--- src/rtl/uart_tx_arbiter.sv ---
// Shares one uart_tx between NUM_REQ byte producers: round-robin arbitration with
// optional packet locking, send/busy handshake, per-requester acknowledge.
module uart_tx_arbiter #(
  parameter int NUM_REQ       = 4,
  parameter int GAP_CYCLES    = 0,
  parameter int START_TIMEOUT = 1024
) (
  input  logic                 clk,
  input  logic                 rst_n,
  input  logic [NUM_REQ-1:0]   req,
  input  logic [NUM_REQ-1:0]   req_last,
  input  logic [8*NUM_REQ-1:0] req_data,
  output logic [NUM_REQ-1:0]   ack,
  output logic [NUM_REQ-1:0]   grant,
  output logic                 tx_send,
  output logic [7:0]           tx_data,
  input  logic                 tx_busy,
  output logic                 timeout_err
);

  // state   | meaning
  // S_IDLE  | no frame in flight; arbitrate once the transmitter is free
  // S_START | tx_send high, waiting for busy (bounded by START_TIMEOUT)
  // S_WAIT  | byte accepted, waiting for the frame to finish
  // S_GAP   | enforced idle spacing before the next arbitration

  localparam int CNT_MAX = (START_TIMEOUT > GAP_CYCLES) ? START_TIMEOUT : GAP_CYCLES;
  localparam int CW      = $clog2(CNT_MAX + 1);
  localparam int PW      = (NUM_REQ > 1) ? $clog2(NUM_REQ) : 1;

  localparam logic [CW-1:0] TO_LAST  = CW'(START_TIMEOUT - 1);
  localparam logic [CW-1:0] GAP_LAST = (GAP_CYCLES > 0) ? CW'(GAP_CYCLES - 1) : '0;

  typedef enum logic [1:0] {
    S_IDLE  = 2'd0,
    S_START = 2'd1,
    S_WAIT  = 2'd2,
    S_GAP   = 2'd3
  } state_t;

  state_t               state_q, state_d;
  logic [CW-1:0]        cnt_q, cnt_d;
  logic [PW-1:0]        ptr_q, ptr_d;
  logic                 lock_q, lock_d;
  logic [NUM_REQ-1:0]   grant_q, grant_d;
  logic [NUM_REQ-1:0]   ack_q, ack_d;
  logic                 tx_send_q, tx_send_d;
  logic [7:0]           tx_data_q, tx_data_d;
  logic                 timeout_q, timeout_d;

  logic                 rr_found;
  logic [PW-1:0]        rr_idx;
  logic [PW-1:0]        win_idx;

  // Round-robin search starting just after the last owner.
  always_comb begin
    int idx;
    rr_found = 1'b0;
    rr_idx   = ptr_q;
    idx      = 0;
    for (int k = 1; k <= NUM_REQ; k++) begin
      idx = int'(ptr_q) + k;
      if (idx >= NUM_REQ) idx = idx - NUM_REQ;
      if (!rr_found && req[idx]) begin
        rr_found = 1'b1;
        rr_idx   = PW'(idx);
      end
    end
  end

  always_comb begin
    state_d   = state_q;
    cnt_d     = cnt_q;
    ptr_d     = ptr_q;
    lock_d    = lock_q;
    grant_d   = grant_q;
    ack_d     = '0;
    tx_send_d = tx_send_q;
    tx_data_d = tx_data_q;
    timeout_d = 1'b0;
    win_idx   = rr_idx;

    case (state_q)
      S_IDLE: begin
        if (!tx_busy && (req != '0)) begin
          // A locked owner keeps the transmitter only while it still requests.
          if (lock_q && req[ptr_q]) begin
            win_idx = ptr_q;
          end else begin
            lock_d  = 1'b0;
            win_idx = rr_idx;
          end
          tx_data_d        = req_data[8*win_idx +: 8];
          grant_d          = '0;
          grant_d[win_idx] = 1'b1;
          ptr_d            = win_idx;
          tx_send_d        = 1'b1;
          cnt_d            = '0;
          state_d          = S_START;
        end
      end

      S_START: begin
        if (tx_busy) begin
          tx_send_d    = 1'b0;
          ack_d[ptr_q] = 1'b1;
          lock_d       = ~req_last[ptr_q];
          cnt_d        = '0;
          state_d      = S_WAIT;
        end else if (cnt_q == TO_LAST) begin
          tx_send_d = 1'b0;
          timeout_d = 1'b1;
          lock_d    = 1'b0;
          grant_d   = '0;
          cnt_d     = '0;
          state_d   = S_IDLE;
        end else begin
          cnt_d = cnt_q + 1'b1;
        end
      end

      S_WAIT: begin
        if (!tx_busy) begin
          cnt_d = '0;
          if (GAP_CYCLES > 0) begin
            state_d = S_GAP;
          end else begin
            state_d = S_IDLE;
            if (!lock_q) grant_d = '0;
          end
        end
      end

      S_GAP: begin
        if (cnt_q == GAP_LAST) begin
          cnt_d   = '0;
          state_d = S_IDLE;
          if (!lock_q) grant_d = '0;
        end else begin
          cnt_d = cnt_q + 1'b1;
        end
      end

      default: begin
        state_d   = S_IDLE;
        cnt_d     = '0;
        tx_send_d = 1'b0;
        grant_d   = '0;
        lock_d    = 1'b0;
      end
    endcase
  end

  always_ff @(posedge clk or negedge rst_n) begin
    if (!rst_n) begin
      state_q   <= S_IDLE;
      cnt_q     <= '0;
      ptr_q     <= PW'(NUM_REQ - 1);
      lock_q    <= 1'b0;
      grant_q   <= '0;
      ack_q     <= '0;
      tx_send_q <= 1'b0;
      tx_data_q <= 8'h00;
      timeout_q <= 1'b0;
    end else begin
      state_q   <= state_d;
      cnt_q     <= cnt_d;
      ptr_q     <= ptr_d;
      lock_q    <= lock_d;
      grant_q   <= grant_d;
      ack_q     <= ack_d;
      tx_send_q <= tx_send_d;
      tx_data_q <= tx_data_d;
      timeout_q <= timeout_d;
    end
  end

  assign ack         = ack_q;
  assign grant       = grant_q;
  assign tx_send     = tx_send_q;
  assign tx_data     = tx_data_q;
  assign timeout_err = timeout_q;

endmodule

--- config.mk ---
export PLATFORM = sky130hd
export DESIGN_NAME = uart_tx_arbiter
export DESIGN_NICKNAME = d
export VERILOG_FILES = /design/src/rtl/uart_tx_arbiter.sv
export SDC_FILE = /design/constraint.sdc
export NUM_CORES = 1
export LEC_CHECK = 0
export BUFFER_PORTS_ARGS = -buffer_cell sky130_fd_sc_hd__buf_4
export CELL_PAD_IN_SITES_DETAIL_PLACEMENT = 1
export CELL_PAD_IN_SITES_GLOBAL_PLACEMENT = 1
export CORE_UTILIZATION = 43
export CTS_BUF_LIST = sky130_fd_sc_hd__clkbuf_16
export DETAILED_ROUTE_END_ITERATION = 7
export PLACE_DENSITY_LB_ADDON = 0.12
export SLEW_MARGIN = 5
export SYNTH_ARGS = -nofsm -noshare
export SYNTH_HDL_FRONTEND = slang
export SYNTH_SLANG_ARGS = --single-unit
--- constraint.sdc ---
create_clock -name clk -period 4.8 [get_ports clk]
set_input_delay 0.48 -clock clk [delete_from_list [all_inputs] [get_ports clk]]
set_output_delay 0.48 -clock clk [all_outputs]
set_load 0.01 [all_outputs]
# Word level (Yosys, flattened, before mapping)
# Cells that the tools add are included.
[op_classes]
n_addsub = 9
n_mux = 66
bitwise_logic = 1
reduce_logical = 21
eq_ne = 11
n_lt_le_gt_ge = 12
n_mul = 0
shift = 1
div_mod_pow = 0
[op_table]
columns = ["cell", "n"]
rows = [
  ["$lt 32x4->1 const B", 4],
  ["$mux 32", 4],
  ["$mux 11", 5],
  ["$pmux 11 s4", 1],
  ["$mux 4", 8],
  ["$shiftx 32x6->8", 1],
  ["$mux 1", 24],
  ["$mux 2", 12],
  ["$pmux 4 s4", 1],
  ["$bmux 1 s2", 6],
  ["$ne 2x2->1 const B", 6],
  ["$sub 3x3->4 const B", 3],
  ["$add 11x1->11 const B", 1],
  ["$eq 11x10->1 const B", 1],
  ["$logic_not 11->1", 1],
  ["$ge 3x3->1 const B", 3],
  ["$pmux 2 s4", 1],
  ["$reduce_and 4->1", 2],
  ["$logic_and 1x1->1", 7],
  ["$add 2x2->3 const B", 2],
  ["$lt 2x3->1 const B", 2],
  ["$reduce_and 5->1", 1],
  ["$sub 4x3->5 const B", 1],
  ["$add 2x3->4 const B", 1],
  ["15 further kinds", 23],
]
[totals]
romBits = 0
input_bits = 43
mem_bits_rw = 0
register_bits = 34
latch_bits = 0
out_inout_bits = 18
memories = 0
wordCells = 130

# Depth between registers and ports, before layout
[logic_depth]
ltp_word = 25
depth_mapped = 11
ltp_nobuf = 8

# Worst setup path after synthesis
# No wires, ideal clock.
[synth_path]
path_kind = "register -> register"
from = "reg ptr_q[0]"
to = "reg tx_data_q[2], in the netlist tx_data[2]"
path_buffers = 3
t_required_ps = 4662
period_less_slack_ps = 2561
setup_slack_ps = 2239
arrival_time_ps = 2423
setup_ps = 138
stages_incl_launch_ff = 12
path_cell_list = "dfstp_2 -> buf_4 -> inv_2 -> ha_1 -> mux4_2 -> nand2b_4 -> and4_4 -> buf_6 -> nor2_8 -> buf_8 -> mux2i_1 -> o221ai_1"
[synth_between]
elab_chain_cells = 20
word_cells_on_any_way = 48
cone_classes = "add/sub: 8; order compare: 4; shift: 1; mux: 28; reduce/logical: 7"
[synth_rtl]
columns = ["element", "line", "rtl"]
rows = [
  ["start: declaration", "43", "logic [PW-1:0] ptr_q, ptr_d;"],
  ["start signal: assignment", "158", "ptr_q <= PW'(NUM_REQ - 1);"],
  ["start signal: assignment", "168", "ptr_q <= ptr_d;"],
  ["$add 2x1->3", "62", "idx = int'(ptr_q) + k;"],
  ["$sub 3x3->4 / $ge 3x3->1 (equally long branches)", "63", "if (idx >= NUM_REQ) idx = idx - NUM_REQ;"],
  ["$mux 32", "63", ""],
  ["$bmux 1 s2", "64", "if (!rr_found && req[idx]) begin"],
  ["$mux 1 (implied by the code) (2 in a row)", "64", ""],
  ["$mux 1", "64", ""],
  ["$logic_not 1->1", "64", ""],
  ["$logic_and 1x1->1", "64", ""],
  ["[3 not listed]", "n/a", ""],
  ["$mux 1", "64", ""],
  ["$logic_not 1->1", "64", ""],
  ["$logic_and 1x1->1", "64", ""],
  ["$mux 2", "64", ""],
  ["$mux 2 *", "87", "if (lock_q && req[ptr_q]) begin"],
  ["$mux 2 *", "85", "if (!tx_busy && (req != '0)) begin"],
  ["$mux 2 *", "83", "case (state_q)"],
  ["$shiftx 32x6->8 *", "93", "tx_data_d = req_data[8*win_idx +: 8];"],
  ["end signal: assignment", "173", "tx_data_q <= tx_data_d;"],
  ["end: declaration", "48", "logic [7:0] tx_data_q, tx_data_d;"],
]
# Mark *: on every way between the ends. The rest lies on a longest branch, timed or not. The select of a mux whose other input is x is not followed.
# A chain may end at the register's enable or synchronous reset.

# Worst setup path in the final report
[layout_path]
from = "reg ptr_q[0]"
to = "reg tx_data_q[6], in the netlist tx_data[6]"
# Same word-level chain as after synthesis.

==> run_results.csv <==
group,metric,value,unit
sta,fin_tns_setup,0,ns
setup_path,crit_start,"ptr_q[0]",
logic_synthesis,ys_warn_count,0,
floorplanning,initial_core_util,44.8,%
setup_path,reg2reg_slack,1.94,ns
detailed_routing,routed_via_density,5.65,
floorplanning,chipWidth,75.2,um
clock_tree,cts_root_buf,"clkbuf_16",
detailed_routing,firstDrtPassIters,4,
setup_path,crit_fanout,16,
floorplanning,die_area,5660,sq um
floorplanning,rows,26,
worst_hold_path,hold_class,"input port to asynchronous set/reset pin",
setup_path,required,4.94,ns
setup_path,rr_worst_depth,7,
clock_tree,post_cts_buffers,0,
detailed_routing,dr.first_iter.drc_count,79,
logic_synthesis,synth-edff-count,0,
cells_and_area,fin_area,2880,sq um
sta,relSlewSlack,32.2,%
detailed_routing,wl_met3,117,um
sta,post-route-period-util,59.5,%
status,status,"completed",
setup_path,r2r-end,"tx_data[6]",
global_routing,grt_pass1_wl,9.94,mm
floorplanning,io_pins,61,
logic_synthesis,syn_avg_cell_area,9.45,sq um
pwr,ir_drop,0.250,mV
global_routing,grt_usage,23.5,%
logic_synthesis,synthArstFlopShare,100,%
logic_synthesis,syn_area,2300,sq um
logic_synthesis,synthFlopType,"dfrtp_1",
cells_and_area,diodes,0,
sta,worst_pin_slew,1.01,ns
clock_tree,cts.sinks,34,
detailed_routing,wl_met2,3.31,mm
logic_synthesis,netlist_instances,244,
pwr,total_power,1.61,mW
sta,grt_setup_unrepaired,"false",
global_routing,antenna_found_initial,0,
clock_tree,path_clk_slew,0.05,ns
global_routing,grt_max_degree,35,
global_routing,overflow,0,
placement,dpl.cell_count,359,
sta,max_freq,0.350,GHz
sta,post-route-min-period,2.86,ns
sta,final_hold_viol_count,0,
clock_tree,cts_resized,0,
cells_and_area,syn2layout_area_growth,24.9,%
detailed_routing,detail-route-antenna-nets,0,
setup_path,arrival,3.00,ns
setup_path,worstSetupStartpointType,"flop",
setup_path,cp-endpoint,"tx_data[6]",
cells_and_area,layout.nets,345,
logic_synthesis,syn-num-nets,293,
clock_tree,htreeDepth,2,
sta,setup_violations,0,
logic_synthesis,ys_ff_latch,34,
detailed_routing,drt_wl_total,6.15,mm
clock_tree,cts_buffers,5,
logic_synthesis,synth_seq_area_share,37.0,%
detailed_routing,drcViolationCount,0,
detailed_routing,top_layer_used,"met4",
pwr,p_leak,1.33,nW
detailed_routing,avgRoutedWirePerCell,16.8,um
cells_and_area,fin_cells,367,
sta,report.final.slew_viol_count,0,
clock_tree,cts_tree,"done",
detailed_routing,num_vias,2074,
logic_synthesis,netlist-cell-type-count,57,
placement,dpl_cell_area,2740,sq um
clock_tree,insertion_delay,0.27,ns
clock_tree,hold_buffers,0,
global_routing,grt_pass1_vias,2108,
setup_path,endpoint_kind,"flop",
placement,hpwl,4.38,mm
setup_path,crit_type,"flop to flop",
clock_tree,clockBufferDepth,2,
placement,gp_congestion,0.904,
detailed_routing,drt-met1-wl,2.69,mm
run,maxCapViolCount,0,
floorplanning,coreArea,5140,sq um
cells_and_area,drive_gt1_share,28.6,%
floorplanning,die_h,75.2,um
sta,finalClockSkew,0.00227,ns
pwr,p_per_area,558,nW/um^2
setup_path,reg2reg_from,"ptr_q[0]",
placement,io_buffers,60,
-- worst max-delay path, cell delays in order (launching register included) --
cell      delay [ns]
dfstp_2         0.72
inv_2           0.17
ha_1            0.38
a2111o_1        0.30
a31oi_1         0.18
o32a_1          0.49
nand2b_1        0.34
o221ai_1        0.14
-- cell families after synthesis --
family,Yosys count,synth area share (%)
AND/OR/NAND/NOR,94,22.4
AO/OA/AOI/OAI,62,18.7
buffers and inverters,23,6.19
flip-flops,34,37.0
adder cells (fa/ha/maj),6,3.26
multiplexers,24,12.1
XOR/XNOR,1,0.380
-- per-stage QoR --
stage                     utilization, %  setup WS, ns  hold slack [ns]
after floorplan                        -          2.24            0.184
after global placement              53.2          2.02            0.451
after detailed placement            53.2          1.94            0.458
after CTS                           56.0          1.94            0.167
after global routing                56.0          1.76            0.190
final                               56.0          1.94            0.156
-- how the worst min path moves through the flow --
stage	start	end	slack, ns	cells past startpoint
CTS	rst_n	cnt_q[3]	0.17	1
finish	rst_n	state_q[1]	0.16	1
floorplan	rst_n	ack[0]	0.18	0
global placement	rst_n	cnt_q[2]	0.45	1
detailed placement	rst_n	cnt_q[3]	0.46	1
global route	rst_n	cnt_q[3]	0.19	1
-- where the power goes --
part	total (mW)	internal (mW)	switching, mW
logic	0.826	0.384	0.443
clock network	0.304	0.189	0.115
registers	0.475	0.371	0.104
total	1.61	0.944	0.662
-- sequential cells by signal (all words and copies together), names as in the netlist --
signal	cells
ack	4
cnt_q	11
grant	4
lock_q	1
ptr_q	2
state_q	2
timeout_err	1
tx_data	8
tx_send	1
-- synthesized netlist by cell type, drive strengths merged (2+ instances only) --
cell type	number	area, sq um
nand2	32	123
o221ai	5	43.8
nor2b	9	56.3
ha	6	75.1
o211ai	4	30.0
dfrtp	32	801
buf	11	97.6
a31oi	3	18.8
nand3	7	35.0
nand3b	2	15.0
o21ai	27	135
o21bai	2	15.0
o31ai	3	22.5
mux4	3	67.6
nor4	3	18.8
or3b	2	17.5
nand2b	4	32.5
inv	8	30.0
a221oi	2	23.8
and2	5	31.3
mux2i	21	210
nor3	8	40.0
and3	3	18.8
or2	2	12.5
clkbuf	4	15.0
nor2	10	53.8
dfstp	2	52.6
a21oi	6	45.1
-- final cells by class --
cell class                      instances  area (sq um)
Fill cell                             641          2260
Tap cell                               70          87.6
Clock inverter                          3          16.3
Clock buffer                            5           125
Inverter                                8          30.0
Timing Repair Buffer                   60           450
Sequential cell                        34           853
Multi-Input combinational cell        187          1320
-- cell usage in the layout, fill, tap and decap left out, drive strengths merged, types with 4 or more instances in the layout --
cell type,Yosys,layout
o211ai,4,4
dfrtp,32,32
nor2,10,10
nand3,7,7
nor2b,9,9
ha,6,6
and2,5,5
mux2i,21,21
nand2,32,32
nor3,8,8
o221ai,5,5
nand2b,4,4
clkbuf,4,5
inv,8,8
o21ai,27,27
buf,11,60
a21oi,6,6
-- layer usage --
layer / vias to the layer above / GRT usage (%)
met5: - / 0
met4: 0 / 7.00
met3: 4 / 4.02
met2: 38 / 41.2
met1: 1041 / 29.7
li1: 991 / -
Power figures use the tool's default switching activity.
